$ cat config.mk
export PLATFORM = sky130hd
export DESIGN_NAME = pc_fetch_sequencer
export DESIGN_NICKNAME = d
export VERILOG_FILES = /design/src/rtl/pc_fetch_sequencer.sv
export SDC_FILE = /design/constraint.sdc
export NUM_CORES = 1
export LEC_CHECK = 0
export ABC_AREA = 1
export CAP_MARGIN = 20
export CORE_ASPECT_RATIO = 1.1
export CORE_MARGIN = 1.5
export CORE_UTILIZATION = 30
export CTS_CLUSTER_SIZE = 16
export DETAILED_ROUTE_END_ITERATION = 7
export DONT_BUFFER_PORTS = 1
export HOLD_SLACK_MARGIN = 0.06
export PLACE_DENSITY = 0.46
export SYNTH_ARGS = -nofsm -noshare
export SYNTH_HDL_FRONTEND = slang
export SYNTH_SLANG_ARGS = --single-unit
$ cat constraint.sdc
create_clock -name clk -period 4.95 [get_ports clk]
set_input_delay 0.2475 -clock clk [delete_from_list [all_inputs] [get_ports clk]]
set_output_delay 0.2475 -clock clk [all_outputs]
set_load 0.005 [all_outputs]
$ cat src/rtl/pc_fetch_sequencer.sv
// pc_fetch_sequencer: owns the CPU program counter and sequences instruction fetch.
// Arbitrates MEM-stage redirects, ID-stage load-use stalls and imem backpressure.
// Keeps the fetch address stable across multi-cycle instruction-memory accesses.
//
// Ports:
//   clk, rst                  clock, synchronous active-high reset
//   imem_req / imem_addr      fetch request and address (address is pc_q)
//   imem_ready                instruction memory completes the current request
//   stall_id                  load-use stall from the hazard unit
//   mem_redirect / mem_target control-flow redirect resolved in MEM
//   pc_out / if_valid         PC and valid strobe for the IF/ID register
//   flush_if_id/_id_ex/_ex_mem  pipeline squash, combinational from mem_redirect
//   redirect_cnt / stall_cnt  saturating event counters
module pc_fetch_sequencer #(
   parameter logic [31:0] RESET_PC = 32'h0000_0000
) (
   input  logic        clk,
   input  logic        rst,
   output logic        imem_req,
   output logic [31:0] imem_addr,
   input  logic        imem_ready,
   input  logic        stall_id,
   input  logic        mem_redirect,
   input  logic [31:0] mem_target,
   output logic [31:0] pc_out,
   output logic        if_valid,
   output logic        flush_if_id,
   output logic        flush_id_ex,
   output logic        flush_ex_mem,
   output logic [15:0] redirect_cnt,
   output logic [15:0] stall_cnt
);

   localparam int unsigned AW = 32;
   localparam int unsigned CW = 16;
   localparam logic [CW-1:0] CNT_MAX = {CW{1'b1}};

   typedef enum logic [1:0] {
      BOOT       = 2'd0,
      FETCH      = 2'd1,
      HOLD_REDIR = 2'd2
   } state_e;

   state_e        state_q, state_d;
   logic [AW-1:0] pc_q, pc_d;
   logic [AW-1:0] pend_q, pend_d;
   logic [CW-1:0] redirect_cnt_q, redirect_cnt_d;
   logic [CW-1:0] stall_cnt_q, stall_cnt_d;

   logic          req_c;
   logic          valid_c;
   logic          flush_c;
   logic          redir_inc_c;
   logic          stall_inc_c;
   logic [AW-1:0] target_aligned_c;

   assign target_aligned_c = {mem_target[AW-1:2], 2'b00};

   // Next-state and fetch control.
   always_comb begin
      state_d     = state_q;
      pc_d        = pc_q;
      pend_d      = pend_q;
      req_c       = 1'b0;
      valid_c     = 1'b0;
      flush_c     = 1'b0;
      redir_inc_c = 1'b0;
      stall_inc_c = 1'b0;

      unique case (state_q)
         BOOT: begin
            state_d = FETCH;
         end

         FETCH: begin
            req_c = 1'b1;
            if (mem_redirect) begin
               flush_c     = 1'b1;
               redir_inc_c = 1'b1;
               if (imem_ready) begin
                  pc_d = target_aligned_c;
               end else begin
                  // Keep the in-flight address; apply the target once it returns.
                  pend_d  = target_aligned_c;
                  state_d = HOLD_REDIR;
               end
            end else if (stall_id) begin
               // Any completing fetch is dropped and the same PC is re-requested.
               stall_inc_c = 1'b1;
            end else if (imem_ready) begin
               valid_c = 1'b1;
               pc_d    = pc_q + AW'(4);
            end
         end

         HOLD_REDIR: begin
            // Wrong-path fetch in flight: never valid, stall_id ignored.
            req_c = 1'b1;
            if (mem_redirect) begin
               flush_c     = 1'b1;
               redir_inc_c = 1'b1;
               pend_d      = target_aligned_c;
               if (imem_ready) begin
                  pc_d    = target_aligned_c;
                  state_d = FETCH;
               end
            end else if (imem_ready) begin
               pc_d    = pend_q;
               state_d = FETCH;
            end
         end

         default: begin
            state_d = BOOT;
         end
      endcase

      redirect_cnt_d = redirect_cnt_q;
      if (redir_inc_c && (redirect_cnt_q != CNT_MAX)) begin
         redirect_cnt_d = redirect_cnt_q + CW'(1);
      end

      stall_cnt_d = stall_cnt_q;
      if (stall_inc_c && (stall_cnt_q != CNT_MAX)) begin
         stall_cnt_d = stall_cnt_q + CW'(1);
      end
   end

   // State registers with synchronous reset.
   always_ff @(posedge clk) begin
      if (rst) begin
         state_q        <= BOOT;
         pc_q           <= RESET_PC;
         pend_q         <= '0;
         redirect_cnt_q <= '0;
         stall_cnt_q    <= '0;
      end else begin
         state_q        <= state_d;
         pc_q           <= pc_d;
         pend_q         <= pend_d;
         redirect_cnt_q <= redirect_cnt_d;
         stall_cnt_q    <= stall_cnt_d;
      end
   end

   // Strobes are masked while rst is high so nothing leaks out mid-reset.
   assign imem_req     = req_c   & ~rst;
   assign if_valid     = valid_c & ~rst;
   assign flush_if_id  = flush_c & ~rst;
   assign flush_id_ex  = flush_c & ~rst;
   assign flush_ex_mem = flush_c & ~rst;

   assign imem_addr    = pc_q;
   assign pc_out       = pc_q;
   assign redirect_cnt = redirect_cnt_q;
   assign stall_cnt    = stall_cnt_q;

endmodule

-- Yosys cells after proc, flatten, opt, wreduce, memory -nomap -nowiden
Cells that the tools add are included.
- divide/modulo/power cells: 0
- magnitude comparators: 0
- $add $sub $neg: 3
- mux-type cells: 25
- bitwise logic cells: 4
- multipliers: 0
- reductions and logical operators: 8
- eq/ne operators: 11
- shift operators: 0
- operator list (kind ; count):
    32-bit two-way mux ; 9
    32-bit case mux with 2 select lines ; 2
    16-bit by 1-bit adder with 16-bit output (second input constant) ; 2
    32-bit by 3-bit adder with 32-bit output (second input constant) ; 1
    16-bit inequality test (second input constant) ; 2
    1-bit two-way mux ; 10
    3-bit inequality test (second input constant) ; 3
    2-bit inequality test (second input constant) ; 4
    4-bit AND reduction ; 2
    2-bit two-way mux ; 3
    2-bit case mux with 3 select lines ; 1
    1-bit bitwise AND ; 3
    3-bit AND reduction ; 1
    2-bit by 1-bit equality test with 1-bit output (second input constant) ; 1
    2-bit equality test (second input constant) ; 1
    1-bit logical AND ; 2
    2-bit zero test ; 1
    2-bit nonzero test ; 1
    2-bit OR reduction ; 1
    1-bit inverter ; 1
- output and inout port bits: 101
- bits in writable memories: 0
- input port bits: 37
- flip-flop bits (word level): 98
- bits in latches: 0
- logic and storage cells: 56
- ROM bits: 0
- memories kept: 0

-- Logic depth before layout (Yosys ltp)
- word-level depth: 5
- depth in mapped cells: 12
- gate-level depth less buffers: 11

-- Worst setup path before layout
No wires, ideal clock.
- path type: reg-to-reg
- start: register redirect_cnt_q[0], in the netlist redirect_cnt[0]
- end: register redirect_cnt_q[6], in the netlist redirect_cnt[6]
- library setup time: 0.132 ns
- data arrival time: 1.483 ns
- data required time: 4.818 ns
- path buffers: 1
- stages on the path, launching flop included: 10
- clock period less this slack: 1.615 ns
- path slack: 3.335 ns
- path through: dfxtp_1 ha_1 nand3_1 nor3_2 nand3_1 nand2_2 inv_2 buf_2 nand2_1 a21oi_1
- cells in the longest elaborated chain, start to end: 2
- elaborated cells between the ends (all ways): 3
- classes of those cells: add/sub (1); eq/ne (1); reduce/logical (1)
- ends and longest elaborated chain (item ; line ; text):
    start, declared ; 47 ; logic [CW-1:0] redirect_cnt_q, redirect_cnt_d;
    start signal, assigned ; 141 ; redirect_cnt_q <= redirect_cnt_d;
    branches (longest 2 deep; another with 16-bit by 1-bit adder with 16-bit output) ; -- ;
Several ways; the timed one is not identified.
A chain may end at the register's enable or synchronous reset.

-- Worst setup path after layout
- start: register state_q[0]
- end: register pc_q[16], in the netlist imem_addr[16]
- cells in the longest elaborated chain, start to end: 3
- elaborated cells between the ends (all ways): 8
- classes of those cells: eq/ne (5); mux (1); reduce/logical (2)
- ends and longest elaborated chain (item ; line ; text):
    start, declared ; 44 ; state_e state_q, state_d;
    start signal, assigned ; 138 ; state_q <= state_d;
    2-bit by 1-bit equality test with 1-bit output / 2-bit equality test (equally long branches) ; 70 ; unique case (state_q)
    3-bit inequality test (no source line) / 2-bit nonzero test (equally long branches) ; -- ;
    4-bit AND reduction (no source line) ; -- ;
    end signal, assigned ; 139 ; pc_q <= pc_d;
    end, declared ; 45 ; logic [AW-1:0] pc_q, pc_d;
Parallel ways exist; a longest one is shown, timed or not.

==> out/qor.yml <==
yosys-top-cells-count: "226 x nand2_1, 147 x nor2_1, 96 x dfxtp_1, 87 x o21ai_0, 81 x a21oi_1"
synthFlopType: "dfxtp_1"
r2r_slack_ns: 2.63
io_buffers: 0
rsz0062_at_grt: "no"
fp.dieW_um: 138
slowest_stage: "inv_1"
syn_area_per_cell_sq_um: 6.39
cts_tree: "done"
drt_wl_total_um: 18700
fin_nets: 940
status: "complete, no violations"
drcViolationCount: 0
fillCellCount: 2242
synth_nets: 983
drt_iter0_drc: 240
core_area_sq_um: 19700
ys_seq_area_frac: 0.320
p_leak_uw: 0.00235
synth_top_area_share: 0.320
grt-ovfl-total: 0
peakVddDrop_uv: 193
rr_startpoint: "state_q[0]"
clk_pin_slew_ns: 0.07
clock_skew_ns: 0.0133
synth_most_common_cell: "nand2_1"
total_power_uw: 2910
slowest_delay_ns: 0.70
worstSetupPathType: "flip-flop to flip-flop"
finalHoldViolCount: 0
io_pins: 138
drv_slew: 0
grt_antenna_before_repair: 0
startpoint: "state_q[0]"
hp-start: "mem_target[17]"
ys_async_sr_fraction: 0
crit_chain: "inv_1 > ha_1 > nand2_1 > inv_1 > nand2_1 > o21ai_0 > nor2_1 > a21oi_1"
track_usage: 0.184
min_period_over_period: 0.469
drv_cap: 0
cts_inserted_buffers: 9
cts-resized-gates: 0
routed_via_density: 4.86
die_h_um: 151
path_depth: 8
yosysTopAreaCell: "dfxtp_1"
dp_hpwl_um: 12800
num_antenna_cells: 0
drt-pass1-iter-count: 4
ys_top_cells_by_area: "dfxtp_1 32%, nand2_1 14%, nor2_1 9.2%"
p_per_area_nw_per_um2: 459
min_period_ns: 2.32
vias: 5590
gp_congestion: 0.836
ctsHtreeMaxLevel: 3
syn_area_sq_um: 6000
drive_above_1_share: 0.0456
synth_edf_count: 0
start_kind: "flip-flop"
dieArea_sq_um: 20900
fin_tns_setup_ns: 0
cts.sinks: 96
hold_depth: 2
cp_max_fo: 20
cp_num_buf_inv: 2
worst_ep_arrival_time_ns: 2.60
crit_family: "buffers and inverters"
cts_buffer_depth: 2
hold_path.class: "input port to flip-flop"
grt_pass1_vias: 5504
cp.required_ns: 5.23
root_buffer: "clkbuf_16"
slew_headroom: 0.434
cp-end-kind: "flip-flop"
wl_per_cell_um: 16.3
yosys_register_bits: 96
initial_core_util: 0.304
max_freq_mhz: 431
max_slew.worst_pin.slew_ns: 0.849
grt_start_max_net_pins: 62
setup_viol: 0
clk_latency_ns: 0.35
synth_cell_types: 39
ys_warn_count: 0
area_growth_pct: 5.63
r2r_cells: 8
ant_nets: 0
syn_inst: 938
grt_first_pass_wirelength_um: 29600
placementRows: 54
cell type report:
cell class	instances	area [sq um]	area share
clock buffer	12	246	0.0389
inverter	83	312	0.0492
clock inverter	3	42.5	0.00671
multi-input combinational	688	3320	0.524
tap	252	315	0.0498
sequential	96	1920	0.303
timing repair buffer	17	175	0.0276
sequential cells by signal, indices dropped and copies added, names as in the netlist:
signal,cells
imem_addr,32
pend_q,30
redirect_cnt,16
stall_cnt,16
state_q,2
logic make-up after synthesis:
kind of cell | count (synthesis) | share of synthesized area
AND/OR/NAND/NOR | 465 | 0.332
AO/OA/AOI/OAI | 192 | 0.172
buffers and inverters | 154 | 0.126
flip-flops | 96 | 0.320
XOR/XNOR | 23 | 0.0336
adder cells (fa/ha/maj) | 8 | 0.0167
cells in the final DEF, fill, tap and decap left out, types with 2 or more instances in the layout:
cell / count
nor2_1: 147
nor4_1: 2
inv_1: 77
o21ai_0: 87
buf_4: 2
nand3_1: 46
o211ai_1: 7
dlygate4sd3_1: 14
nand2_2: 4
nor3_1: 9
clkbuf_16: 9
o221ai_1: 9
xnor2_1: 7
dfxtp_1: 96
nor2_2: 2
a211oi_1: 2
nand4_1: 10
nand3b_1: 4
clkbuf_1: 2
xor2_1: 16
nand2_4: 2
a21oi_1: 81
nand2_1: 226
nor2_4: 6
ha_1: 8
o22ai_1: 2
inv_2: 5
power breakdown:
group          internal, uW  switching, uW
clock                   404            324
sequential              974            318
combinational           291            596
total                  1670           1240
per-layer routing:
metal  part of all wire  up-vias  global-route usage
li1                   -     2932                   -
met1               0.43     2519               0.218
met2               0.49      126               0.321
met3              0.071       13              0.0552
met4             0.0092        0              0.0458
met5                  0        -                   0
per-stage QoR:
stage	setup slack [ns]	utilization	area [sq um]	cells	hold slack, ns
3_3_place_gp	2.66	0.298	5890	1121	0.320
5_1_grt	2.34	0.321	6340	1151	0.0791
4_1_cts	2.62	0.321	6340	1151	0.0607
2_1_floorplan	3.33	-	6000	938	0.396
3_5_place_dp	2.63	0.298	5890	1121	0.323
6_report	2.63	0.321	6340	1151	0.0694
worst register-to-register path: stages (launching register included):
cell     delay, ns
dfxtp_1       0.35
inv_1         0.11
ha_1          0.29
nand2_1       0.34
inv_1         0.70
nand2_1       0.10
o21ai_0       0.13
nor2_1        0.08
a21oi_1       0.15
final timing paths:
kind	end
worst max-delay path	imem_addr[16]
worst min-delay path	pend_q[17]
worst max register to register	imem_addr[16]
worst min register to register	pend_q[26]
repair_timing:
action / CTS / global route
hold endpoints to repair: 49 / 0
setup buffers: 0 / 0
hold buffers: 15 / 0
Note: power is estimated with default switching activity, not from simulation.
